**src/rtl/cg_iteration_sequencer_if.sv**
```systemverilog
// Start/done handshakes and operand buses between the CG iteration sequencer
// (master) and the conjugate-gradient datapath units (slave).
interface cg_iteration_sequencer_if;
    logic        rr_start;
    logic        rr_done;
    logic [31:0] rr_result;
    logic        ap_start;
    logic        ap_done;
    logic        pap_start;
    logic        pap_done;
    logic        alpha_start;
    logic        alpha_done;
    logic        xr_start;
    logic        x_done;
    logic        r_done;
    logic        rsnew_start;
    logic        rsnew_done;
    logic [31:0] rsnew_result;
    logic        beta_start;
    logic        beta_done;
    logic        p_start;
    logic        p_done;
    logic [31:0] rold;
    logic [31:0] rnew;

    modport master (
        output rr_start, ap_start, pap_start, alpha_start, xr_start,
               rsnew_start, beta_start, p_start, rold, rnew,
        input  rr_done, rr_result, ap_done, pap_done, alpha_done, x_done,
               r_done, rsnew_done, rsnew_result, beta_done, p_done
    );

    modport slave (
        input  rr_start, ap_start, pap_start, alpha_start, xr_start,
               rsnew_start, beta_start, p_start, rold, rnew,
        output rr_done, rr_result, ap_done, pap_done, alpha_done, x_done,
               r_done, rsnew_done, rsnew_result, beta_done, p_done
    );
endinterface

```
**src/rtl/cg_iteration_sequencer.sv**
```systemverilog
// Central sequencing FSM for one conjugate-gradient solve: pulses each unit in
// dependency order, holds rsold/rsnew and decides convergence. CG_WATCHDOG_EN adds a per-stage watchdog.
module cg_iteration_sequencer #(
    parameter logic [31:0] TOLERANCE  = 32'h283424DC,
    parameter int          MAX_ITER   = 64,
    parameter int          ITER_W     = 16,
    parameter int          WDOG_LIMIT = 4096
) (
    input  logic                      clk,
    input  logic                      reset,
    input  logic                      go,
    cg_iteration_sequencer_if.master  units,
    output logic                      busy,
    output logic                      done,
    output logic                      converged,
    output logic [ITER_W-1:0]         iter_count,
    output logic                      timeout_err
);

    typedef enum logic [3:0] {
        IDLE, RR_AP, PAP, ALPHA, XR, RSNEW, CHECK, BETA, PUPD, DONE
    } state_t;

    state_t state, next_state;

    logic              rr_flag, ap_flag, x_flag, r_flag;
    logic              rr_ok, ap_ok, x_ok, r_ok;
    logic              first_iter;
    logic              entering;
    logic [31:0]       rold_q, rnew_q;
    logic              converged_q;
    logic [ITER_W-1:0] iter_q, iter_inc;
    logic              rr_start_q, ap_start_q, pap_start_q, alpha_start_q;
    logic              xr_start_q, rsnew_start_q, beta_start_q, p_start_q;

`ifdef CG_WATCHDOG_EN
    logic [31:0]       wdog_cnt;
    logic              waiting;
    logic              wdog_fire;
    logic              timeout_q;
`endif

    // A done may complete a stage in the same cycle it arrives, so the sticky
    // flags are OR-ed with the live inputs; rr is only awaited on the first pass.
    always_comb begin
        next_state = state;
        rr_ok      = ~first_iter | rr_flag | units.rr_done;
        ap_ok      = ap_flag | units.ap_done;
        x_ok       = x_flag | units.x_done;
        r_ok       = r_flag | units.r_done;
        iter_inc   = iter_q + ITER_W'(1);
        case (state)
            IDLE:    if (go) next_state = RR_AP;
            RR_AP:   if (rr_ok && ap_ok) next_state = PAP;
            PAP:     if (units.pap_done) next_state = ALPHA;
            ALPHA:   if (units.alpha_done) next_state = XR;
            XR:      if (x_ok && r_ok) next_state = RSNEW;
            RSNEW:   if (units.rsnew_done) next_state = CHECK;
            CHECK: begin
                if (rnew_q <= TOLERANCE)
                    next_state = DONE;
                else if (iter_inc == ITER_W'(MAX_ITER))
                    next_state = DONE;
                else
                    next_state = BETA;
            end
            BETA:    if (units.beta_done) next_state = PUPD;
            PUPD:    if (units.p_done) next_state = RR_AP;
            DONE:    next_state = IDLE;
            default: next_state = IDLE;
        endcase
`ifdef CG_WATCHDOG_EN
        waiting   = state inside {RR_AP, PAP, ALPHA, XR, RSNEW, BETA, PUPD};
        wdog_fire = 1'b0;
        if (waiting && (next_state == state) && (wdog_cnt == 32'(WDOG_LIMIT - 1))) begin
            next_state = DONE;
            wdog_fire  = 1'b1;
        end
`endif
        entering = (next_state != state);
    end

    always_ff @(posedge clk) begin
        if (reset)
            state <= IDLE;
        else
            state <= next_state;
    end

    // Start pulses are registered off the state entry, so each fires exactly
    // once in the first cycle of its state.
    always_ff @(posedge clk) begin
        if (reset) begin
            rr_start_q    <= 1'b0;
            ap_start_q    <= 1'b0;
            pap_start_q   <= 1'b0;
            alpha_start_q <= 1'b0;
            xr_start_q    <= 1'b0;
            rsnew_start_q <= 1'b0;
            beta_start_q  <= 1'b0;
            p_start_q     <= 1'b0;
        end else begin
            rr_start_q    <= entering && (next_state == RR_AP) && (state == IDLE);
            ap_start_q    <= entering && (next_state == RR_AP);
            pap_start_q   <= entering && (next_state == PAP);
            alpha_start_q <= entering && (next_state == ALPHA);
            xr_start_q    <= entering && (next_state == XR);
            rsnew_start_q <= entering && (next_state == RSNEW);
            beta_start_q  <= entering && (next_state == BETA);
            p_start_q     <= entering && (next_state == PUPD);
        end
    end

    always_ff @(posedge clk) begin
        if (reset) begin
            rr_flag <= 1'b0;
            ap_flag <= 1'b0;
            x_flag  <= 1'b0;
            r_flag  <= 1'b0;
        end else begin
            rr_flag <= (state == RR_AP) && !entering && (rr_flag || (first_iter && units.rr_done));
            ap_flag <= (state == RR_AP) && !entering && (ap_flag || units.ap_done);
            x_flag  <= (state == XR) && !entering && (x_flag || units.x_done);
            r_flag  <= (state == XR) && !entering && (r_flag || units.r_done);
        end
    end

    // rold is loaded from r·r only on the first pass; later passes inherit rnew.
    always_ff @(posedge clk) begin
        if (reset) begin
            rold_q      <= '0;
            rnew_q      <= '0;
            converged_q <= 1'b0;
            iter_q      <= '0;
            first_iter  <= 1'b1;
        end else begin
            case (state)
                IDLE: begin
                    if (go) begin
                        rold_q      <= '0;
                        rnew_q      <= '0;
                        converged_q <= 1'b0;
                        iter_q      <= '0;
                        first_iter  <= 1'b1;
                    end
                end
                RR_AP: begin
                    if (first_iter && units.rr_done && !rr_flag)
                        rold_q <= units.rr_result;
                end
                RSNEW: begin
                    if (units.rsnew_done)
                        rnew_q <= units.rsnew_result;
                end
                CHECK: begin
                    iter_q <= iter_inc;
                    if (rnew_q <= TOLERANCE)
                        converged_q <= 1'b1;
                end
                PUPD: begin
                    if (units.p_done) begin
                        rold_q     <= rnew_q;
                        first_iter <= 1'b0;
                    end
                end
                default: ;
            endcase
        end
    end

`ifdef CG_WATCHDOG_EN
    always_ff @(posedge clk) begin
        if (reset) begin
            wdog_cnt  <= '0;
            timeout_q <= 1'b0;
        end else begin
            if (entering)
                wdog_cnt <= '0;
            else if (waiting)
                wdog_cnt <= wdog_cnt + 32'd1;
            if ((state == IDLE) && go)
                timeout_q <= 1'b0;
            else if (wdog_fire)
                timeout_q <= 1'b1;
        end
    end

    assign timeout_err = timeout_q;
`else
    logic [31:0] wdog_limit_unused;
    assign wdog_limit_unused = 32'(WDOG_LIMIT);
    assign timeout_err       = 1'b0;
`endif

    assign units.rr_start    = rr_start_q;
    assign units.ap_start    = ap_start_q;
    assign units.pap_start   = pap_start_q;
    assign units.alpha_start = alpha_start_q;
    assign units.xr_start    = xr_start_q;
    assign units.rsnew_start = rsnew_start_q;
    assign units.beta_start  = beta_start_q;
    assign units.p_start     = p_start_q;
    assign units.rold        = rold_q;
    assign units.rnew        = rnew_q;

    assign busy       = (state != IDLE);
    assign done       = (state == DONE);
    assign converged  = converged_q;
    assign iter_count = iter_q;

endmodule

```
**src/flat_wrapper.sv**
```systemverilog
// flat-port wrapper written by rule: the top's interface ports become plain ports
module cg_iteration_sequencer_flat 
#(
    parameter logic [31:0] TOLERANCE  = 32'h283424DC,
    parameter int          MAX_ITER   = 64,
    parameter int          ITER_W     = 16,
    parameter int          WDOG_LIMIT = 4096
)
  (clk, reset, go, busy, done, converged, iter_count, timeout_err, units_rr_start, units_ap_start, units_pap_start, units_alpha_start, units_xr_start, units_rsnew_start, units_beta_start, units_p_start, units_rold, units_rnew, units_rr_done, units_rr_result, units_ap_done, units_pap_done, units_alpha_done, units_x_done, units_r_done, units_rsnew_done, units_rsnew_result, units_beta_done, units_p_done);
  cg_iteration_sequencer_if units_i ();
  input  logic clk;
  input  logic reset;
  input  logic go;
  output logic busy;
  output logic done;
  output logic converged;
  output logic [ITER_W-1:0] iter_count;
  output logic timeout_err;
  output wire logic [$bits(units_i.rr_start)-1:0] units_rr_start;
  output wire logic [$bits(units_i.ap_start)-1:0] units_ap_start;
  output wire logic [$bits(units_i.pap_start)-1:0] units_pap_start;
  output wire logic [$bits(units_i.alpha_start)-1:0] units_alpha_start;
  output wire logic [$bits(units_i.xr_start)-1:0] units_xr_start;
  output wire logic [$bits(units_i.rsnew_start)-1:0] units_rsnew_start;
  output wire logic [$bits(units_i.beta_start)-1:0] units_beta_start;
  output wire logic [$bits(units_i.p_start)-1:0] units_p_start;
  output wire logic [$bits(units_i.rold)-1:0] units_rold;
  output wire logic [$bits(units_i.rnew)-1:0] units_rnew;
  input wire logic [$bits(units_i.rr_done)-1:0] units_rr_done;
  input wire logic [$bits(units_i.rr_result)-1:0] units_rr_result;
  input wire logic [$bits(units_i.ap_done)-1:0] units_ap_done;
  input wire logic [$bits(units_i.pap_done)-1:0] units_pap_done;
  input wire logic [$bits(units_i.alpha_done)-1:0] units_alpha_done;
  input wire logic [$bits(units_i.x_done)-1:0] units_x_done;
  input wire logic [$bits(units_i.r_done)-1:0] units_r_done;
  input wire logic [$bits(units_i.rsnew_done)-1:0] units_rsnew_done;
  input wire logic [$bits(units_i.rsnew_result)-1:0] units_rsnew_result;
  input wire logic [$bits(units_i.beta_done)-1:0] units_beta_done;
  input wire logic [$bits(units_i.p_done)-1:0] units_p_done;
  assign units_rr_start = units_i.rr_start;
  assign units_ap_start = units_i.ap_start;
  assign units_pap_start = units_i.pap_start;
  assign units_alpha_start = units_i.alpha_start;
  assign units_xr_start = units_i.xr_start;
  assign units_rsnew_start = units_i.rsnew_start;
  assign units_beta_start = units_i.beta_start;
  assign units_p_start = units_i.p_start;
  assign units_rold = units_i.rold;
  assign units_rnew = units_i.rnew;
  assign units_i.rr_done = units_rr_done;
  assign units_i.rr_result = units_rr_result;
  assign units_i.ap_done = units_ap_done;
  assign units_i.pap_done = units_pap_done;
  assign units_i.alpha_done = units_alpha_done;
  assign units_i.x_done = units_x_done;
  assign units_i.r_done = units_r_done;
  assign units_i.rsnew_done = units_rsnew_done;
  assign units_i.rsnew_result = units_rsnew_result;
  assign units_i.beta_done = units_beta_done;
  assign units_i.p_done = units_p_done;
  cg_iteration_sequencer #(.TOLERANCE(TOLERANCE), .MAX_ITER(MAX_ITER), .ITER_W(ITER_W), .WDOG_LIMIT(WDOG_LIMIT)) u_core (.clk(clk), .reset(reset), .go(go), .units(units_i), .busy(busy), .done(done), .converged(converged), .iter_count(iter_count), .timeout_err(timeout_err));
endmodule
```
**config.mk**
```make
export PLATFORM = sky130hd
export DESIGN_NAME = cg_iteration_sequencer_flat
export DESIGN_NICKNAME = d
export VERILOG_FILES = /design/src/rtl/cg_iteration_sequencer_if.sv /design/src/rtl/cg_iteration_sequencer.sv /design/src/flat_wrapper.sv
export SDC_FILE = /design/constraint.sdc
export NUM_CORES = 1
export LEC_CHECK = 0
export CORE_MARGIN = 2
export CORE_UTILIZATION = 45
export CTS_BUF_LIST = sky130_fd_sc_hd__clkbuf_16
export CTS_CLUSTER_SIZE = 12
export DETAILED_ROUTE_END_ITERATION = 7
export PLACE_DENSITY = 0.81
export SLEW_MARGIN = 20
export SYNTH_ARGS = -nofsm -noshare
export SYNTH_HDL_FRONTEND = slang
export SYNTH_SLANG_ARGS = --single-unit
```
**constraint.sdc**
```tcl
create_clock -name clk -period 2.31 [get_ports clk]
set_input_delay 0.462 -clock clk [delete_from_list [all_inputs] [get_ports clk]]
set_output_delay 0.462 -clock clk [all_outputs]
set_load 0.01 [all_outputs]
```
== Word-level counts from Yosys, hierarchy flattened ==
Index checks and enable logic that the tools add are counted.
W data, S select, Z words.

* Add/subtract/negate cells: 1
* Magnitude comparators: 1
* Equal/unequal tests: 23
* Multiplexer cells: 25
* Bitwise logic cells: 6
* Reductions and logical operators: 35

{| class="wikitable"
|+ Operators by type and width
! cell !! count
|-
| $mux W32 || 4
|-
| $pmux W32 S3 || 1
|-
| $pmux W32 S2 || 1
|-
| $mux W4 || 10
|-
| $pmux W4 S9 || 1
|-
| $le A32 B30 Y1 const B || 1
|-
| $pmux W16 S2 || 1
|-
| $eq A4 B3 Y1 const B || 7
|-
| $logic_and A1 B1 Y1 || 18
|-
| $add A16 B1 Y16 const B || 1
|-
| $eq A16 B7 Y1 const B || 1
|-
| $eq A4 B2 Y1 const B || 4
|-
| $mux W16 || 1
|-
| $eq A4 B4 Y1 const B || 3
|-
| $reduce_and A3 Y1 || 3
|-
| $eq A4 B1 Y1 const B || 2
|-
| $ne A2 B2 Y1 const B || 4
|-
| $reduce_bool A2 Y1 || 3
|-
| $or A1 B1 Y1 || 5
|-
| $logic_not A4 Y1 || 1
|-
| $logic_or A1 B1 Y1 || 4
|-
| $mux W1 || 4
|-
| $ne A4 B4 Y1 || 1
|-
| $pmux W1 S2 || 2
|-
| 7 further kinds || 8
|}

* Bits in registers: 98
* Input bits: 76
* Word-level logic and storage cells: 109

== Logic depth before layout (Yosys ltp) ==
* Word-level depth: 10
* Depth in mapped cells: 9
* Depth with buffers taken out: 7

== Worst setup path after synthesis ==
Ideal clock, no wire load.

* Path type: flip-flop to flip-flop
* From: reg u_core.iter_q[4], in the netlist u_core.iter_count[4]
* To: reg u_core.ap_start_q, in the netlist u_core.units.ap_start
* Setup time: 117 ps
* Data arrival time: 2034 ps
* Required time: 2193 ps
* Path slack: 159 ps
* Stages on the path, launching flop included: 9
* Path buffers: 2
* Path through: dfxtp_1 > buf_2 > nand4_2 > or2_1 > buf_6 > or4_4 > o2111a_1 > a21bo_2 > nor3b_1

* Cells in the longest elaborated chain, start to end: 7
* Elaborated cells between the ends (all ways): 8
* Classes of those cells: add/sub (1); eq/ne (3); mux (3); reduce/logical (1)

{| class="wikitable"
|+ RTL lines
! element !! line !! text
|-
| start, declared || cg_iteration_sequencer.sv:32 || <nowiki>logic [ITER_W-1:0] iter_q, iter_inc;</nowiki>
|-
| start signal, assigned || cg_iteration_sequencer.sv:156 || <nowiki>iter_q <= iter_inc;</nowiki>
|-
| $add A16 B1 Y16 * || cg_iteration_sequencer.sv:51 || <nowiki>iter_inc = iter_q + ITER_W'(1);</nowiki>
|-
| $eq A16 B7 Y1 * || cg_iteration_sequencer.sv:62 || <nowiki>else if (iter_inc == ITER_W'(MAX_ITER))</nowiki>
|-
| $mux W4 * || cg_iteration_sequencer.sv:62 ||
|-
| $mux W4 * || cg_iteration_sequencer.sv:60 || <nowiki>if (rnew_q <= TOLERANCE)</nowiki>
|-
| $pmux W4 S9 * || cg_iteration_sequencer.sv:52 || <nowiki>case (state)</nowiki>
|-
| $ne A4 B4 Y1 or $eq A4 B1 Y1 (tied branches) || cg_iteration_sequencer.sv:80, cg_iteration_sequencer.sv:104 ||
|-
| $logic_and A1 B1 Y1 * || cg_iteration_sequencer.sv:104 || <nowiki>ap_start_q <= entering && (next_state == RR_AP);</nowiki>
|-
| end signal, assigned || cg_iteration_sequencer.sv:104 ||
|-
| end, declared || cg_iteration_sequencer.sv:33 || <nowiki>logic rr_start_q, ap_start_q, pap_start_q, alpha_start_q;</nowiki>
|}

Mark *: on every way between the ends. The rest lies on a longest branch, timed or not.
A chain may end at the register's enable or synchronous reset.

== Worst setup path after layout ==
* From: reg u_core.state[0]
* To: out busy

* Cells in the longest elaborated chain, start to end: 1

{| class="wikitable"
|+ RTL lines
! element !! line !! text
|-
| start, declared || cg_iteration_sequencer.sv:24 || <nowiki>state_t state, next_state;</nowiki>
|-
| start signal, assigned || cg_iteration_sequencer.sv:87 || <nowiki>state <= next_state;</nowiki>
|-
| $reduce_bool A4 Y1 || cg_iteration_sequencer.sv:206 || <nowiki>assign busy = (state != IDLE);</nowiki>
|-
| end, declared || flat_wrapper.sv:14 || <nowiki>output logic busy;</nowiki>
|}

No other way between the ends.

==> qor.csv <==
metric,value,unit
grt_first_pass_wirelength,23200,microns
finalHoldViolations,0,
path_class,reg -> out,
irDropWorstVdd,0.351,mV
syn_area_per_cell,8.29,sq um
overflow,0,
clock.fmax,449,MHz
dieArea,0.0109,sq mm
synthCells,545,
placed_area,0.00646,sq mm
dpl.cell_count,834,
crit_start,u_core.state[0]$_SDFF_PP0_,
setup_ws,0.0804,ns
slew_viol_final,0,
cts.sinks,98,
hold_start,u_core.units.rold[19]$_SDFFE_PP0P_,
fp.dieW,104,microns
yosysSeqAreaShare,0.434,
hp-class,reg -> reg,
pre_cts_ws,-0.0843,ns
numPortBuffers,166,
r2r_start,u_core.iter_count[0]$_SDFFE_PP0P_,
synth_edf_count,0,
synth_area,0.00452,sq mm
maxSlewHeadroom,0.640,
chipHeight,104,microns
ant_nets,0,
async_flop_share,0,
ctsLongestPathBuffers,2,
diodes,0,
worst-path-max-fanout,12,
ys_ff_latch,98,
fin_crit,2.23,ns
drive_above_1_share,0.102,
area_delta_synth_final,50.3,%
wire_per_inst,17.2,microns
track_usage,0.259,
post-route-period-util,0.965,
grt_pass1_vias,4707,
drv_cap,0,
cts_buffers,9,
dp_hpwl,10400,microns
worst_pin_slew,0.527,ns
p_leak,2.39,nW
fin_area,0.00679,sq mm
num-nets-final,789,
dr_total_vias,4930,
fp.coreArea,0.00977,sq mm
clk_latency,0.34,ns
rsz0062_at_grt,false,
clock-root-buffer,clkbuf_16,
rows,36,
boundaryPins,168,
fin_hold_ws,0.498,ns
end_kind,output port,
viasPerCell,5.80,
yosysUniqueCellTypes,54,
cts_tree,done,
synth.yosys.warnings,0,
cp.required,1.85,ns
gp_congestion,0.953,
first_pass_iters,5,
grt_max_degree,39,
synth_nets,622,
status,finished clean,
drcViolationCount,0,
clk_pin_slew,0.07,ns
critPathLaunchType,flop,
setup_viol,0,
fillers,821,
start_util,0.462,
wl,14600,microns
cts_max_level,3,
clock_skew,0.0115,ns
ys.flop_type,dfxtp_1,
antenna_found_initial,0,
cp.arrival,1.77,ns
powerDensity,610,mW/mm^2
final_cells,850,
drt_iter0_drc,275,
[routing by layer]
| layer | GRT usage | wire length, microns | vias to the layer above |
|---|---|---|---|
| met5 | 0 | 0 | - |
| met4 | 0.0898 | 211 | 0 |
| met3 | 0.0783 | 1160 | 22 |
| met2 | 0.431 | 7110 | 197 |
| met1 | 0.319 | 6120 | 2348 |
| li1 | - | - | 2363 |
[path summary, 6_finish.rpt]
path                                                      endpoint  slack, ns  depth (start not counted)
worst min-delay path            u_core.units.rold[19]$_SDFFE_PP0P_       0.50                          2
worst max register to register    u_core.units.ap_start$_SDFF_PP0_       0.14                          7
worst max-delay path                                          busy       0.08                          3
worst min register to register  u_core.units.rold[19]$_SDFFE_PP0P_       0.50                          2
[cells by family (layout without fill, tap and decap cells)]
logic type | Yosys count | after routing | share of synthesized area
flops | 98 | 98 | 0.434
compound gates | 173 | 173 | 0.269
simple gates | 218 | 218 | 0.238
buf+inv | 48 | 220 | 0.0435
xor+xnor | 4 | 4 | 0.00775
mux | 2 | 2 | 0.00443
other cells | 1 | 1 | 0.000830
fa+ha+maj | 1 | 1 | 0.00277
[layout make-up]
cell class,count,area (sq um),area share
tap,133,166,0.0245
clock buffer,9,225,0.0331
clock inverter,7,81.3,0.0120
timing repair buffer,202,1950,0.287
inverter,2,7.51,0.00110
multi-input combinational,399,2390,0.352
sequential,98,1970,0.290
[critical path, cell delays in order, from the launching register on]
cell             delay [ns]
dfxtp_2                0.40
nor2_1                 0.36
nand2_1                0.16
clkdlybuf4s50_1        0.51
[power breakdown]
group	total [W]	switching [W]	leakage, nW	internal [W]
Combinational	0.000768	0.000362	1.44	0.000406
Clock	0.00154	0.000685	0.153	0.000859
Sequential	0.00183	0.0000544	0.799	0.00177
Total	0.00414	0.00110	2.39	0.00304
[synth_stat cells, types with 5 or more instances]
library cell	count	area [sq um]
nor4_1	7	43.8
and3_1	10	62.6
nand4_1	10	62.6
a22oi_1	68	510
o211ai_1	5	37.5
a211oi_1	39	293
o21ai_0	15	75.1
nor2b_1	5	31.3
a21oi_1	27	135
nor2_1	100	375
nand3b_1	6	45.0
dfxtp_1	98	1960
nand2_1	24	90.1
nor3_1	13	65.1
clkbuf_1	38	143
nand3_1	12	60.1
[cell usage in the layout (no fill, tap or decap), types with 3 or more instances in the layout]
cell / Yosys / layout
clkdlybuf4s50_1: 0 / 165
nor2_1: 100 / 98
dfxtp_1: 98 / 92
a22oi_1: 68 / 68
a211oi_1: 39 / 39
buf_4: 1 / 34
a21oi_1: 27 / 27
nand2_1: 24 / 24
o21ai_0: 15 / 15
nand3_1: 12 / 12
nor3_1: 13 / 11
nand4_1: 10 / 10
clkbuf_16: 0 / 9
and3_1: 10 / 8
nand3b_1: 6 / 6
nor4_1: 7 / 6
dfxtp_2: 0 / 6
nor2b_1: 5 / 5
o211ai_1: 5 / 5
nand2b_1: 4 / 4
nor3b_1: 4 / 4
xnor2_1: 4 / 4
or4_1: 4 / 4
or3_1: 3 / 3
and4_1: 3 / 3
a211o_1: 3 / 3
inv_6: 0 / 3
[state kept, by name, indices dropped and copies added, names as in the netlist, 4 cells and up]
name               cells
u_core.iter_count     16
u_core.units.rold     32
u_core.units.rnew     32
u_core.state           4
[what timing repair did]
action                                  in CTS  in global routing
buffers inserted                             0                  0
gates cloned                                 0                  0
resized for setup                            1                  9
endpoints found under the setup margin       1                 10
hold buffers                                 0                  0
[metrics by stage]
stage,TNS [ns],total power (W),utilization
global placement,-0.0539,0.00261,0.661
finish,0,0.00414,0.695
detailed placement,-0.319,0.00263,0.661
global route,0,0.00430,0.695
CTS,0,0.00416,0.693
floorplan,0,0.00221,-
No activity file was read; power rests on OpenSTA's default activity.
